## src/rtl/uart_pkg.sv

```systemverilog
// Shared definitions for the UART receive path: FSM states, legal prescale
// ratios and the width derivations used by the counter and sequencer.
package uart_pkg;

    localparam int unsigned DEF_DATA_WIDTH   = 8;
    localparam int unsigned DEF_MAX_PRESCALE = 32;
    localparam int unsigned DEF_PAR_MAX      = 11;

    localparam int unsigned PRESCALE_LEGAL [3] = '{8, 16, 32};

    typedef enum logic [2:0] {
        IDLE,
        START,
        DATA,
        PARITY,
        STOP,
        DONE
    } rx_state_e;

    function automatic int unsigned calc_prsc_width(input int unsigned max_prescale);
        return $clog2(max_prescale) + 1;
    endfunction

    function automatic int unsigned calc_frame_width(input int unsigned par_max);
        return $clog2(par_max) + 1;
    endfunction

    function automatic logic is_legal_prescale(input int unsigned p);
        logic ok;
        ok = 1'b0;
        for (int unsigned i = 0; i < 3; i++) begin
            if (PRESCALE_LEGAL[i] == p) ok = 1'b1;
        end
        return ok;
    endfunction

endpackage

```

## src/rtl/uart_rx_sampler.sv

```systemverilog
// Mid-bit 3-sample majority vote: samples at h-1, h, h+1 and flags the
// vote as ready at h+2, where h = prescale/2.
module uart_rx_sampler
    import uart_pkg::*;
#(
    parameter int unsigned PRSC_WIDTH = calc_prsc_width(DEF_MAX_PRESCALE)
) (
    input  logic                  clk,
    input  logic                  rst,
    input  logic                  en,
    input  logic                  rx_in,
    input  logic [PRSC_WIDTH-2:0] edge_cnt,
    input  logic [PRSC_WIDTH-1:0] prescale,
    output logic                  majority,
    output logic                  sample_done
);

    logic [2:0]            samples_q, samples_d;
    logic [PRSC_WIDTH-1:0] half;
    logic [PRSC_WIDTH-1:0] edge_w;

    always_comb begin
        half      = prescale >> 1;
        edge_w    = {1'b0, edge_cnt};
        samples_d = samples_q;
        if (en) begin
            if (edge_w == half - 1'b1) samples_d[0] = rx_in;
            if (edge_w == half)        samples_d[1] = rx_in;
            if (edge_w == half + 1'b1) samples_d[2] = rx_in;
        end
        sample_done = en && (edge_w == half + 2'd2);
        majority    = (samples_q[0] & samples_q[1]) |
                      (samples_q[0] & samples_q[2]) |
                      (samples_q[1] & samples_q[2]);
    end

    always_ff @(posedge clk) begin
        if (rst) samples_q <= '0;
        else     samples_q <= samples_d;
    end

endmodule

```

## src/rtl/uart_rx_ctrl.sv

```systemverilog
// UART receive sequencer: drives the external edge/bit counter, walks
// start/data/parity/stop and reports each frame with exactly one pulse.
module uart_rx_ctrl
    import uart_pkg::*;
#(
    parameter int unsigned DATA_WIDTH   = DEF_DATA_WIDTH,
    parameter int unsigned MAX_PRESCALE = DEF_MAX_PRESCALE,
    parameter int unsigned PAR_MAX      = DEF_PAR_MAX,
    parameter int unsigned PRSC_WIDTH   = calc_prsc_width(MAX_PRESCALE),
    parameter int unsigned FRAME_WIDTH  = calc_frame_width(PAR_MAX)
) (
    input  logic                   clk,
    input  logic                   rst,
    input  logic                   rx_in,
    input  logic                   parity_en,
    input  logic                   parity_type,
    input  logic [PRSC_WIDTH-1:0]  prescale,
    input  logic [PRSC_WIDTH-2:0]  edge_cnt,
    input  logic [FRAME_WIDTH-2:0] bit_cnt,
    input  logic                   edge_max,
    output logic                   cnt_en,
    output logic [DATA_WIDTH-1:0]  p_data,
    output logic                   data_valid,
    output logic                   par_err,
    output logic                   stp_err,
    output logic                   busy
);

    localparam logic [FRAME_WIDTH-2:0] LAST_DATA_BIT = (FRAME_WIDTH-1)'(DATA_WIDTH);

    rx_state_e             state_q, state_d;
    logic [DATA_WIDTH-1:0] shift_q, shift_d;
    logic [DATA_WIDTH-1:0] p_data_q, p_data_d;
    logic                  perr_q, perr_d;
    logic                  serr_q, serr_d;
    logic                  par_en_q, par_en_d;
    logic                  par_type_q, par_type_d;
    logic [PRSC_WIDTH-1:0] prescale_q, prescale_d;
    logic                  majority;
    logic                  sample_done;

    uart_rx_sampler #(
        .PRSC_WIDTH (PRSC_WIDTH)
    ) u_sampler (
        .clk         (clk),
        .rst         (rst),
        .en          (cnt_en),
        .rx_in       (rx_in),
        .edge_cnt    (edge_cnt),
        .prescale    (prescale_q),
        .majority    (majority),
        .sample_done (sample_done)
    );

    always_comb begin
        state_d    = state_q;
        shift_d    = shift_q;
        p_data_d   = p_data_q;
        perr_d     = perr_q;
        serr_d     = serr_q;
        par_en_d   = par_en_q;
        par_type_d = par_type_q;
        prescale_d = prescale_q;
        cnt_en     = 1'b0;
        data_valid = 1'b0;
        par_err    = 1'b0;
        stp_err    = 1'b0;

        unique case (state_q)
            IDLE: begin
                // Frame configuration is frozen here so mid-frame changes are ignored.
                if (!rx_in) begin
                    state_d    = START;
                    par_en_d   = parity_en;
                    par_type_d = parity_type;
                    prescale_d = prescale;
                    perr_d     = 1'b0;
                    serr_d     = 1'b0;
                end
            end
            START: begin
                cnt_en = 1'b1;
                if (sample_done && majority) state_d = IDLE;
                else if (edge_max)           state_d = DATA;
            end
            DATA: begin
                cnt_en = 1'b1;
                if (sample_done) shift_d = {majority, shift_q[DATA_WIDTH-1:1]};
                if (edge_max && bit_cnt == LAST_DATA_BIT) state_d = par_en_q ? PARITY : STOP;
            end
            PARITY: begin
                cnt_en = 1'b1;
                if (sample_done) perr_d = par_en_q & (majority ^ (^shift_q) ^ par_type_q);
                if (edge_max)    state_d = STOP;
            end
            STOP: begin
                // Leave at mid-bit so a back-to-back start bit is not missed.
                cnt_en = 1'b1;
                if (sample_done) begin
                    serr_d  = ~majority;
                    state_d = DONE;
                end
            end
            DONE: begin
                state_d = IDLE;
                if (perr_q)      par_err = 1'b1;
                else if (serr_q) stp_err = 1'b1;
                else begin
                    data_valid = 1'b1;
                    p_data_d   = shift_q;
                end
            end
            default: state_d = IDLE;
        endcase
    end

    always_ff @(posedge clk) begin
        if (rst) begin
            state_q    <= IDLE;
            shift_q    <= '0;
            p_data_q   <= '0;
            perr_q     <= 1'b0;
            serr_q     <= 1'b0;
            par_en_q   <= 1'b0;
            par_type_q <= 1'b0;
            prescale_q <= '0;
        end else begin
            state_q    <= state_d;
            shift_q    <= shift_d;
            p_data_q   <= p_data_d;
            perr_q     <= perr_d;
            serr_q     <= serr_d;
            par_en_q   <= par_en_d;
            par_type_q <= par_type_d;
            prescale_q <= prescale_d;
        end
    end

    assign p_data = p_data_q;
    assign busy   = (state_q != IDLE);

endmodule

```

## config.mk

```make
export PLATFORM = sky130hd
export DESIGN_NAME = uart_rx_ctrl
export DESIGN_NICKNAME = d
export VERILOG_FILES = /design/src/rtl/uart_pkg.sv /design/src/rtl/uart_rx_sampler.sv /design/src/rtl/uart_rx_ctrl.sv
export SDC_FILE = /design/constraint.sdc
export NUM_CORES = 1
export LEC_CHECK = 0
export CORE_MARGIN = 8
export CORE_UTILIZATION = 25
export CTS_BUF_LIST = sky130_fd_sc_hd__clkbuf_2
export CTS_CLUSTER_DIAMETER = 40
export DETAILED_ROUTE_END_ITERATION = 8
export GPL_TIMING_DRIVEN = 0
export PLACE_DENSITY = 0.54
export SYNTH_ARGS = -nofsm -noshare
export SYNTH_HDL_FRONTEND = slang
export SYNTH_SLANG_ARGS = --single-unit
```

## constraint.sdc

```tcl
create_clock -name clk -period 2.2 [get_ports clk]
set_input_delay 0.33 -clock clk [delete_from_list [all_inputs] [get_ports clk]]
set_output_delay 0.33 -clock clk [all_outputs]
set_load 0.02 [all_outputs]
```

# After elaboration in Yosys (flattened, before gate mapping)
# Index checks and enable logic that the tools add are counted.
[word_totals] wordCells=82 out_inout_bits=13 ff_bits=32 in_bits=21
[op_classes] mux=22 add_sub_neg=3 n_eq_ne=16 bitwise_logic=12 reduce_logical=18
[op_table] op="$mux 3" n=7
[op_table] op="$eq 5x6->1" n=3
[op_table] op="$pmux 3 s5" n=1
[op_table] op="$mux 1" n=12
[op_table] op="$ne 2x2->1 const B" n=5
[op_table] op="$reduce_and 2->1" n=5
[op_table] op="$reduce_and 3->1" n=3
[op_table] op="$reduce_xor 8->1" n=1
[op_table] op="$add 5x1->6 const B" n=1
[op_table] op="$add 5x2->6 const B" n=1
[op_table] op="$eq 3x2->1 const B" n=2
[op_table] op="$eq 3x3->1 const B" n=2
[op_table] op="$sub 5x1->6 const B" n=1
[op_table] op="$eq 5x5->1" n=1
[op_table] op="$reduce_and 5->1" n=1
[op_table] op="$and 1x1->1" n=4
[op_table] op="$eq 4x4->1 const B" n=1
[op_table] op="$not 1->1" n=4
[op_table] op="$pmux 1 s2" n=2
[op_table] op="$reduce_bool 2->1" n=2
[op_table] op="$reduce_or 4->1" n=1
[op_table] op="$eq 3x1->1 const B" n=1
[op_table] op="$logic_and 1x1->1" n=3
[op_table] op="$logic_not 3->1" n=1
[op_table] op="other kinds (4)" n=6

# Logic depth before layout (Yosys ltp)
# Gate-level depths: netlist of run 1.
[logic_depth] word_depth=8 mapped_depth=10 ltp_nobuf=8

# Cells and area by module
# From an unflattened synthesis of run 1, not the netlist that was laid out.
[unflattened] cells_unflattened=202 hier_area_um2=1863.0
[modules_own_cells] module="uart_rx_ctrl" seq_area_each_um2=580.6 instances=1 cells_each=140 area_per_inst_um2=1360.1
[modules_own_cells] module="uart_rx_sampler" seq_area_each_um2=60.1 instances=1 cells_each=62 area_per_inst_um2=503.0

# Worst setup path before layout of run 1
# Ideal clock, no wire load.
[synth_timing] path_kind="reg-to-reg" startpoint="reg prescale_q[3]" endpoint="reg perr_q" slack_ns=0.227 period_less_slack_ns=1.973 n_path_buf=2 setup_time_ns=0.065 t_arrival_ns=1.908 path_stages_with_launch=11 required_time_ns=2.135 path_cell_list="dfxtp_1 > clkbuf_1 > inv_1 > ha_1 > xor2_1 > nor2_1 > and4b_1 > buf_6 > nand4b_1 > mux2_2 > nor2_1"
[synth_via] elab_chain_len=5
[synth_lines] item="start, declared" line_no="uart_rx_ctrl.sv:38" source="logic [PRSC_WIDTH-1:0] prescale_q, prescale_d;"
[synth_lines] item="start signal, assigned" line_no="uart_rx_ctrl.sv:135" source="prescale_q <= prescale_d;"
[synth_lines] item="$add 5x2->6" line_no="uart_rx_sampler.sv:31" source="sample_done = en && (edge_w == half + 2'd2);"
[synth_lines] item="$eq 5x6->1" line_no="uart_rx_sampler.sv:31"
[synth_lines] item="$logic_and 1x1->1" line_no="uart_rx_sampler.sv:31"
[synth_lines] item="$ne 2x2->1 (no source line)"
[synth_lines] item="$reduce_and 3->1 (no source line)"
[synth_lines] item="end signal, assigned" line_no="uart_rx_ctrl.sv:131" source="perr_q <= perr_d;"
[synth_lines] item="end, declared" line_no="uart_rx_ctrl.sv:34" source="logic perr_q, perr_d;"
# Every way passes these cells.
# A chain may end at the register's enable or synchronous reset.

# Final worst setup path of run 1
[layout_timing] startpoint="reg state_q[1]" endpoint="out busy"
[layout_via] elab_chain_len=1
[layout_lines] item="start, declared" line_no="uart_rx_ctrl.sv:31" source="rx_state_e state_q, state_d;"
[layout_lines] item="start signal, assigned" line_no="uart_rx_ctrl.sv:128" source="state_q <= state_d;"
[layout_lines] item="$reduce_bool 3->1" line_no="uart_rx_ctrl.sv:140" source="assign busy = (state_q != IDLE);"
[layout_lines] item="end, declared" line_no="uart_rx_ctrl.sv:26" source="output logic busy"
# Every way passes these cells.

==> impl_table.tex, run 1 <==
\begin{tabular}{lr}
\hline
Metric & Value \\
\hline
\multicolumn{2}{l}{\textbf{Finish}} \\
\quad Antenna diode instance count & 0 \\
\quad Fraction of layout instances using a drive strength above 1 & between 10\% and 20\% \\
\quad Count of nets after finishing & between 200 and 300 \\
\quad Area growth, synth to finish & 28.64\% \\
\quad Post-route standard cell area excluding fillers & approximately 2300 um2 \\
\multicolumn{2}{l}{\textbf{Floorplanning}} \\
\quad Core area & a little over 7000 um2 \\
\quad Effective utilization at floorplan & approximately a quarter \\
\quad Chip Height & 101.2 um \\
\quad Std cell rows & 31 \\
\quad IO Pins & 34 \\
\quad Area of the die & $\sim$10000 um2 \\
\quad DIE WIDTH & 101.2 um \\
\multicolumn{2}{l}{\textbf{Synthesis}} \\
\quad Yosys warns & 0 \\
\quad Ys flop type & sky130\_fd\_sc\_hd\_\_dfxtp\_1 \\
\quad Per-instance average area after synthesis & roughly 9 um2 \\
\quad Share of the yosys chip area belonging to registers & about a third \\
\quad Mapped Area & between 1500 and 2000 um2 \\
\quad Synth cell types & 48 \\
\quad Share of synthesized flip-flops with an asynchronous set or reset & 0\% \\
\quad Post-synth EDFFs & 0 \\
\quad Synthesized net count & between 200 and 250 \\
\quad Cell accounting for the most synthesized area & sky130\_fd\_sc\_hd\_\_dfxtp\_1 \\
\quad Mapped Cells & 203 \\
\quad Post-synth top area share & between 30\% and 40\% \\
\quad Synth top area cells & sky130\_fd\_sc\_hd\_\_dfxtp\_1 (34\%), sky130\_fd\_sc\_hd\_\_mux2i\_1 (11\%), sky130\_fd\_sc\_hd\_\_xnor2\_1 (6.8\%) \\
\quad Register bit count reported by yosys & 31 \\
\multicolumn{2}{l}{\textbf{Drt}} \\
\quad Via-per-instance ratio & 4.405 \\
\quad Drt drc & 0 \\
\quad First drt pass iteration count & 4 \\
\quad Number of antenna-violating nets in the routed design & 0 \\
\quad Total vias in the final route & roughly 1500 \\
\quad Number of violations reported at the end of detailed-routing iteration 0 & 27 \\
\quad Routed length per instance & $\sim$13 um \\
\quad Total wire length after detailed routing & 4326 um \\
\multicolumn{2}{l}{\textbf{Worst setup path}} \\
\quad Setup CP Type & flop to output pin \\
\quad Startpoint of the most critical register-to-register path & prescale\_q[3] \\
\quad Nature of the critical path endpoint & output pin \\
\quad Largest fanout on the critical path & 10 \\
\quad Slack of the worst reg-to-reg path & about 0.18 ns \\
\quad Data arrival time of the critical path & about 1.8 ns \\
\quad Startpoint Class & flop \\
\quad CP Launch Point & state\_q[1] \\
\quad Required time of the critical path & 1.87 ns \\
\multicolumn{2}{l}{\textbf{Global route}} \\
\quad Pin count of the biggest net entering global routing & 11 \\
\quad Antenna violations before repair & 0 \\
\quad Wire length of the first global-routing pass & $\sim$7200 um \\
\quad Remaining global-route overflow & 0 \\
\quad Overall track demand over capacity in global routing & under 10\% \\
\quad Via count of the first global-routing pass & 1543 \\
\multicolumn{2}{l}{\textbf{CTS}} \\
\quad CTS sink count & 31 \\
\quad Hold buffer count at CTS & 0 \\
\quad Largest buffer count on any clock path & 2 \\
\quad Clock slew seen by the registers of the worst setup and hold paths & about 0.18 ns \\
\quad Root buffer selected by CTS & sky130\_fd\_sc\_hd\_\_clkbuf\_2 \\
\quad Clock Latency Late Sink & 0.35 ns \\
\quad CTS tree & yes \\
\quad H-tree Lvls & 2 \\
\quad Cts bufs inserted & 5 \\
\multicolumn{2}{l}{\textbf{Power}} \\
\quad Worst IR Drop VDD & between 0.0002 and 0.0003 V \\
\quad Power per unit of standard cell area & 596.2 nW/um2 \\
\quad Leakage & roughly 0.00087 uW \\
\multicolumn{2}{l}{\textbf{STA}} \\
\quad Post-Route Skew & 0.02686 ns \\
\quad Slew of the pin with the lowest slew margin & 0.5162 ns \\
\quad Worst max-slew margin expressed relative to the limit & about 66\% \\
\quad Crit share post-route & a little over nine tenths \\
\quad Setup repair after global routing missed its margin & no \\
\quad Minimum clock period & 2.083 ns \\
\quad Slew Viols, Final & 0 \\
\quad Fmax & slightly below 500 MHz \\
\quad Final setup violating endpoints & 0 \\
\quad Post-Route Setup TNS & 0 ns \\
\quad Final setup slack of the worst path & 0.1168 ns \\
\quad Number of hold-slack violations in the final timing report & 0 \\
\multicolumn{2}{l}{\textbf{Placed design}} \\
\quad Routability congestion estimate & 0.7855 \\
\quad Post-detailed-placement cell area & 2247 um2 \\
\quad Pre-CTS setup slack & -0.2282 ns \\
\quad Post-DP HPWL & roughly 3200 um \\
\quad Number of port buffers & 31 \\
\multicolumn{2}{l}{\textbf{Run status}} \\
\quad Status & finished clean \\
\multicolumn{2}{l}{\textbf{Min path}} \\
\quad Type of the tightest min-delay check & flop to flop \\
\quad Hold wc startpoint & par\_type\_q \\
\multicolumn{2}{l}{\textbf{Job}} \\
\quad Number of max-cap violations & 0 \\
\hline
\end{tabular}
final timing paths:
kind	to	cells after the start
max	busy	4
min	par_type_q	2
max reg2reg	perr_q	10
min reg2reg	par_type_q	2
logic make-up after synthesis:
kind of cell,count (synthesis),share of synthesized area [%]
AO/OA/AOI/OAI,32,11.46
XOR/XNOR,19,10.35
adder cells (fa/ha/maj),6,4.003
buffers and inverters,17,4.554
flip-flops,31,34.23
multiplexers,22,12.28
AND/OR/NAND/NOR,76,23.12
what timing repair did:
action,4_1_cts,5_1_grt
pin swaps,0,1
setup endpoints to repair,17,12
setup buffers,0,2
gates resized for setup,13,7
sequential cells by signal, indices dropped and copies added, names as in the netlist:
signal / count
par_en_q: 1
prescale_q: 5
state_q: 3
p_data: 8
shift_q: 8
u_sampler.samples_q: 3
serr_q: 1
perr_q: 1
par_type_q: 1
cell usage after synthesis, types with 4 or more instances:
cell and n:
sky130_fd_sc_hd__mux2i_1 20, sky130_fd_sc_hd__nand2_1 13, sky130_fd_sc_hd__nand2b_1 4, sky130_fd_sc_hd__o21ai_0 11, sky130_fd_sc_hd__a21oi_1 10, sky130_fd_sc_hd__xnor2_1 14
sky130_fd_sc_hd__dfxtp_1 31, sky130_fd_sc_hd__clkbuf_1 8, sky130_fd_sc_hd__nor2_1 30, sky130_fd_sc_hd__inv_1 4, sky130_fd_sc_hd__ha_1 5
through the flow:
step                      cells  hold slack, ns  power (uW)  utilization, %
final                       343          0.5044        1390           32.68
after global routing        343          0.4806        1481           32.68
after CTS                   341          0.4860        1413           32.36
after detailed placement    333          0.4846        1022           31.49
after global placement      333          0.4792        1019           31.49
after floorplan             203          0.4629       891.8               -
layer usage:
| metal | GRT usage, % | up-vias | share of wire, % |
|---|---|---|---|
| met3 | 2.818 | 4 | 4.5 |
| met4 | 3.322 | 0 | 1.2 |
| met5 | 0 | - | 0 |
| met2 | 14.12 | 27 | 46 |
| met1 | 10.75 | 696 | 48 |
| li1 | - | 784 | - |
cell type report:
cell class                 instances  area, um2
timing repair buffer              33      316.6
clock buffer                       5      25.02
inverter                           4      15.01
buffer                            13      80.08
tap                               99      123.9
sequential                        31      623.1
fill                             767       4805
clock inverter                     3      38.79
multi-input combinational        155       1110
critical path, cell delays in order, from the launching register on:
cell	delay, ns
sky130_fd_sc_hd__dfxtp_1	0.35
sky130_fd_sc_hd__buf_6	0.14
sky130_fd_sc_hd__or3_4	0.39
sky130_fd_sc_hd__clkbuf_2	0.20
sky130_fd_sc_hd__clkdlybuf4s15_1	0.32
power breakdown:
group / internal, uW / total [uW] / switching (uW)
registers: 586 / 607 / 21.1
logic: 178 / 400 / 222
clock network: 188 / 383 / 196
total: 952 / 1390 / 439
cell usage in the layout, fill, tap and decap left out, drive strengths merged, types with 2 or more instances in the layout:
master	synthesis	final
a21oi	10	10
a31oi	4	4
buf	5	8
clkbuf	8	13
clkdlybuf4s50	0	26
clkinv	0	2
dfxtp	31	31
dlygate4sd2	0	3
ha	5	5
inv	4	4
mux2	2	2
mux2i	20	20
nand2	13	13
nand2b	4	4
nand3	5	5
nand3b	2	2
nand4b	2	2
nor2	31	31
nor2b	2	2
nor3	2	2
nor3b	2	2
nor4	2	2
o211ai	2	2
o21ai	11	11
or3	2	2
xnor2	15	15
xor2	3	3
(Power assumes the default switching activity.)
==> inputs of run 2 (changes only) <==
Settings changed: CTS_CLUSTER_SIZE set to 20.
==> results of run 2 <==
The final DEF is identical to that of run 1; final timing and power are the same.
==> inputs of run 3 (changes only) <==
Settings changed: CORE_MARGIN 8 to 10, CORE_UTILIZATION 25 to 32, PLACE_DENSITY 0.54 to 0.63.
==> impl_table.tex, run 3 (synthesis gave the netlist of run 1 again) <==
\begin{tabular}{lr}
\hline
Metric & Value \\
\hline
\multicolumn{2}{l}{\textbf{STA}} \\
\quad Number of hold-slack violations in the final timing report & 0 \\
\quad Slew Viols, Final & 0 \\
\quad Setup repair after global routing missed its margin & no \\
\quad Final setup slack of the worst path & 0.1389 ns \\
\quad Crit share post-route & between 90\% and 100\% \\
\quad Final setup violating endpoints & 0 \\
\quad Post-Route Skew & slightly above 0.02 ns \\
\quad Fmax & just under 500 MHz \\
\quad Slew of the pin with the lowest slew margin & slightly above 0.5 ns \\
\quad Final-layout worst hold slack & approximately 0.5 ns \\
\quad Minimum clock period & around 2.1 ns \\
\quad Worst max-slew margin expressed relative to the limit & roughly two thirds \\
\multicolumn{2}{l}{\textbf{Min path}} \\
\quad Cell depth of the worst min-delay path & 3 \\
\quad Type of the tightest min-delay check & primary input to flop \\
\quad Hold wc startpoint & parity\_type \\
\multicolumn{2}{l}{\textbf{Drt}} \\
\quad Drt drc & 0 \\
\quad First drt pass iteration count & 4 \\
\quad Total wire length after detailed routing & around 4100 um \\
\quad Number of antenna-violating nets in the routed design & 0 \\
\quad Routed length per instance & 12.92 um \\
\quad Number of violations reported at the end of detailed-routing iteration 0 & 35 \\
\quad Total vias in the final route & approximately 1500 \\
\quad Via-per-instance ratio & $\sim$4.8 \\
\multicolumn{2}{l}{\textbf{Finish}} \\
\quad Antenna diode instance count & 0 \\
\quad Count of nets after finishing & $\sim$270 \\
\quad Fraction of layout instances using a drive strength above 1 & 13.52\% \\
\quad Highest-count cells in the layout ignoring fill and taps & sky130\_fd\_sc\_hd\_\_nor2\_1 (30), sky130\_fd\_sc\_hd\_\_dfxtp\_1 (30), sky130\_fd\_sc\_hd\_\_clkdlybuf4s50\_1 (26) \\
\quad Filler Cells Inserted & 576 \\
\quad Area growth, synth to finish & 26.29\% \\
\multicolumn{2}{l}{\textbf{Global route}} \\
\quad Remaining global-route overflow & 0 \\
\quad Overall track demand over capacity in global routing & a little under a tenth \\
\quad Wire length of the first global-routing pass & around 7000 um \\
\quad Via count of the first global-routing pass & 1472 \\
\quad Pin count of the biggest net entering global routing & 11 \\
\quad Antenna violations before repair & 0 \\
\multicolumn{2}{l}{\textbf{Power}} \\
\quad Clock share of power & 27.6\% \\
\quad Power per unit of standard cell area & approximately 600 nW/um2 \\
\quad P\_sw & 427.9 uW \\
\quad Design internal power & 947.7 uW \\
\quad Part of the total power dissipated in sequential elements & about 44\% \\
\quad Part of the total power dissipated in combinational logic & between 20\% and 30\% \\
\quad Fraction of power spent switching nets & between 30\% and 40\% \\
\quad Total Power Consumption & between 1000 and 1500 uW \\
\quad Leakage & between 0.0008 and 0.0009 uW \\
\quad Worst IR Drop VDD & between 0.0002 and 0.00025 V \\
\multicolumn{2}{l}{\textbf{Floorplanning}} \\
\quad Core area & 5507 um2 \\
\quad DIE WIDTH & about 95 um \\
\quad Effective utilization at floorplan & between 30\% and 40\% \\
\quad Chip Height & between 90 and 100 um \\
\quad Std cell rows & 27 \\
\quad IO Pins & 34 \\
\quad Area of the die & approximately 9000 um2 \\
\multicolumn{2}{l}{\textbf{Placed design}} \\
\quad Routability congestion estimate & roughly 0.77 \\
\quad Number of port buffers & 31 \\
\quad Post-DP HPWL & 3148 um \\
\quad Pre-CTS setup slack & -0.1662 ns \\
\multicolumn{2}{l}{\textbf{CTS}} \\
\quad CTS tree & yes \\
\quad Hold buffer count at CTS & 0 \\
\quad Clock slew seen by the registers of the worst setup and hold paths & between 0.15 and 0.2 ns \\
\quad CTS sink count & 31 \\
\quad H-tree Lvls & 2 \\
\quad Cts bufs inserted & 5 \\
\quad Clock Latency Late Sink & between 0.3 and 0.4 ns \\
\quad Root buffer selected by CTS & sky130\_fd\_sc\_hd\_\_clkbuf\_2 \\
\quad Largest buffer count on any clock path & 2 \\
\multicolumn{2}{l}{\textbf{Worst setup path}} \\
\quad Nature of the critical path endpoint & output pin \\
\quad Largest fanout on the critical path & 10 \\
\quad Depth of the critical timing path with buffers and inverters included & 4 \\
\quad Critical Path Max Stage Delay & roughly 0.4 ns \\
\quad CP bufs+invs & 3 \\
\quad Startpoint of the most critical register-to-register path & prescale\_q[2] \\
\quad CP Launch Point & state\_q[1] \\
\quad Kind of cell adding the most delay to the critical path & buffers and inverters \\
\quad Worst R2R Path Depth & 9 \\
\quad Required time of the critical path & about 1.9 ns \\
\quad Critical Path, Cell by Cell & buf\_6 -> or3\_4 -> clkbuf\_2 -> clkdlybuf4s15\_1 \\
\quad Data arrival time of the critical path & approximately 1.7 ns \\
\quad Slowest-stage cell, CP & sky130\_fd\_sc\_hd\_\_or3\_4 \\
\quad Startpoint Class & flop \\
\quad Setup CP Type & flop to output pin \\
\multicolumn{2}{l}{\textbf{Job}} \\
\quad Number of max-cap violations & 0 \\
\multicolumn{2}{l}{\textbf{Run status}} \\
\quad Status & finished clean \\
\hline
\end{tabular}
==> run 3: cell count changes in the layout (fill, tap and decap cells not counted) <==
cell	previous run	this run
sky130_fd_sc_hd__buf_4	3	4
sky130_fd_sc_hd__clkbuf_1	4	5
sky130_fd_sc_hd__clkbuf_2	7	8
sky130_fd_sc_hd__clkbuf_4	2	0
sky130_fd_sc_hd__dfxtp_1	29	30
sky130_fd_sc_hd__dfxtp_2	2	1
sky130_fd_sc_hd__dlygate4sd2_1	3	2
==> run 3: per-layer routing <==
layer | share of wire [%] | global-route usage, % | wire length, um | vias up
met1 | 47 | 11.86 | 1911 | 701
met4 | 1.9 | 4.115 | 78 | 0
met5 | 0 | 0 | 0 | -
met2 | 45 | 15.11 | 1851 | 24
met3 | 6.0 | 2.592 | 243 | 5
li1 | - | - | - | 779
==> run 3: area by class of cell <==
| type | instances | area (um2) | share of cell area [%] |
|---|---|---|---|
| clock buffer | 5 | 25.02 | 1.093 |
| sequential | 31 | 621.8 | 27.16 |
| multi-input combinational | 155 | 1110 | 48.47 |
| inverter | 4 | 15.01 | 0.6557 |
| timing repair buffer | 34 | 320.3 | 13.99 |
| clock inverter | 3 | 38.79 | 1.694 |
| tap | 72 | 90.09 | 3.934 |
| buffer | 12 | 68.82 | 3.005 |
==> run 3: worst min-delay path, stage by stage <==
cell	delay [ns]
sky130_fd_sc_hd__clkdlybuf4s50_1	0.39
sky130_fd_sc_hd__nand2_1	0.05
sky130_fd_sc_hd__a21oi_1	0.05
==> run 3: path summary, 6_finish.rpt <==
path | to | slack (ns)
worst max register to register | perr_q | 0.18
worst min-delay path | par_type_q | 0.50
worst max-delay path | busy | 0.14
worst min register to register | par_type_q | 0.50
==> run 3: power groups by stage <==
stage / logic (uW) / clock network [uW] / registers (uW)
global placement: 396 / 0 / 617
floorplan: 280 / 0 / 612
global route: 433 / 418 / 616
finish: 385 / 380 / 610
CTS: 386 / 394 / 610
detailed placement: 399 / 0 / 618
==> run 3: timing repair <==
item / in CTS / in global routing
pin swaps: 0 / 0
setup buffers: 0 / 3
setup endpoints to repair: 8 / 5
resized for setup: 10 / 7
==> run 3: per-stage QoR <==
stage          cells  util (%)  TNS, ns  instance area (um2)
2_1_floorplan    203         -        0                 1813
6_report         316     41.58        0                 2290
5_1_grt          316     41.58        0                 2290
3_5_place_dp     306     40.20  -0.1662                 2213
3_3_place_gp     306     40.20  -0.1429                 2213
4_1_cts          313     41.17        0                 2267
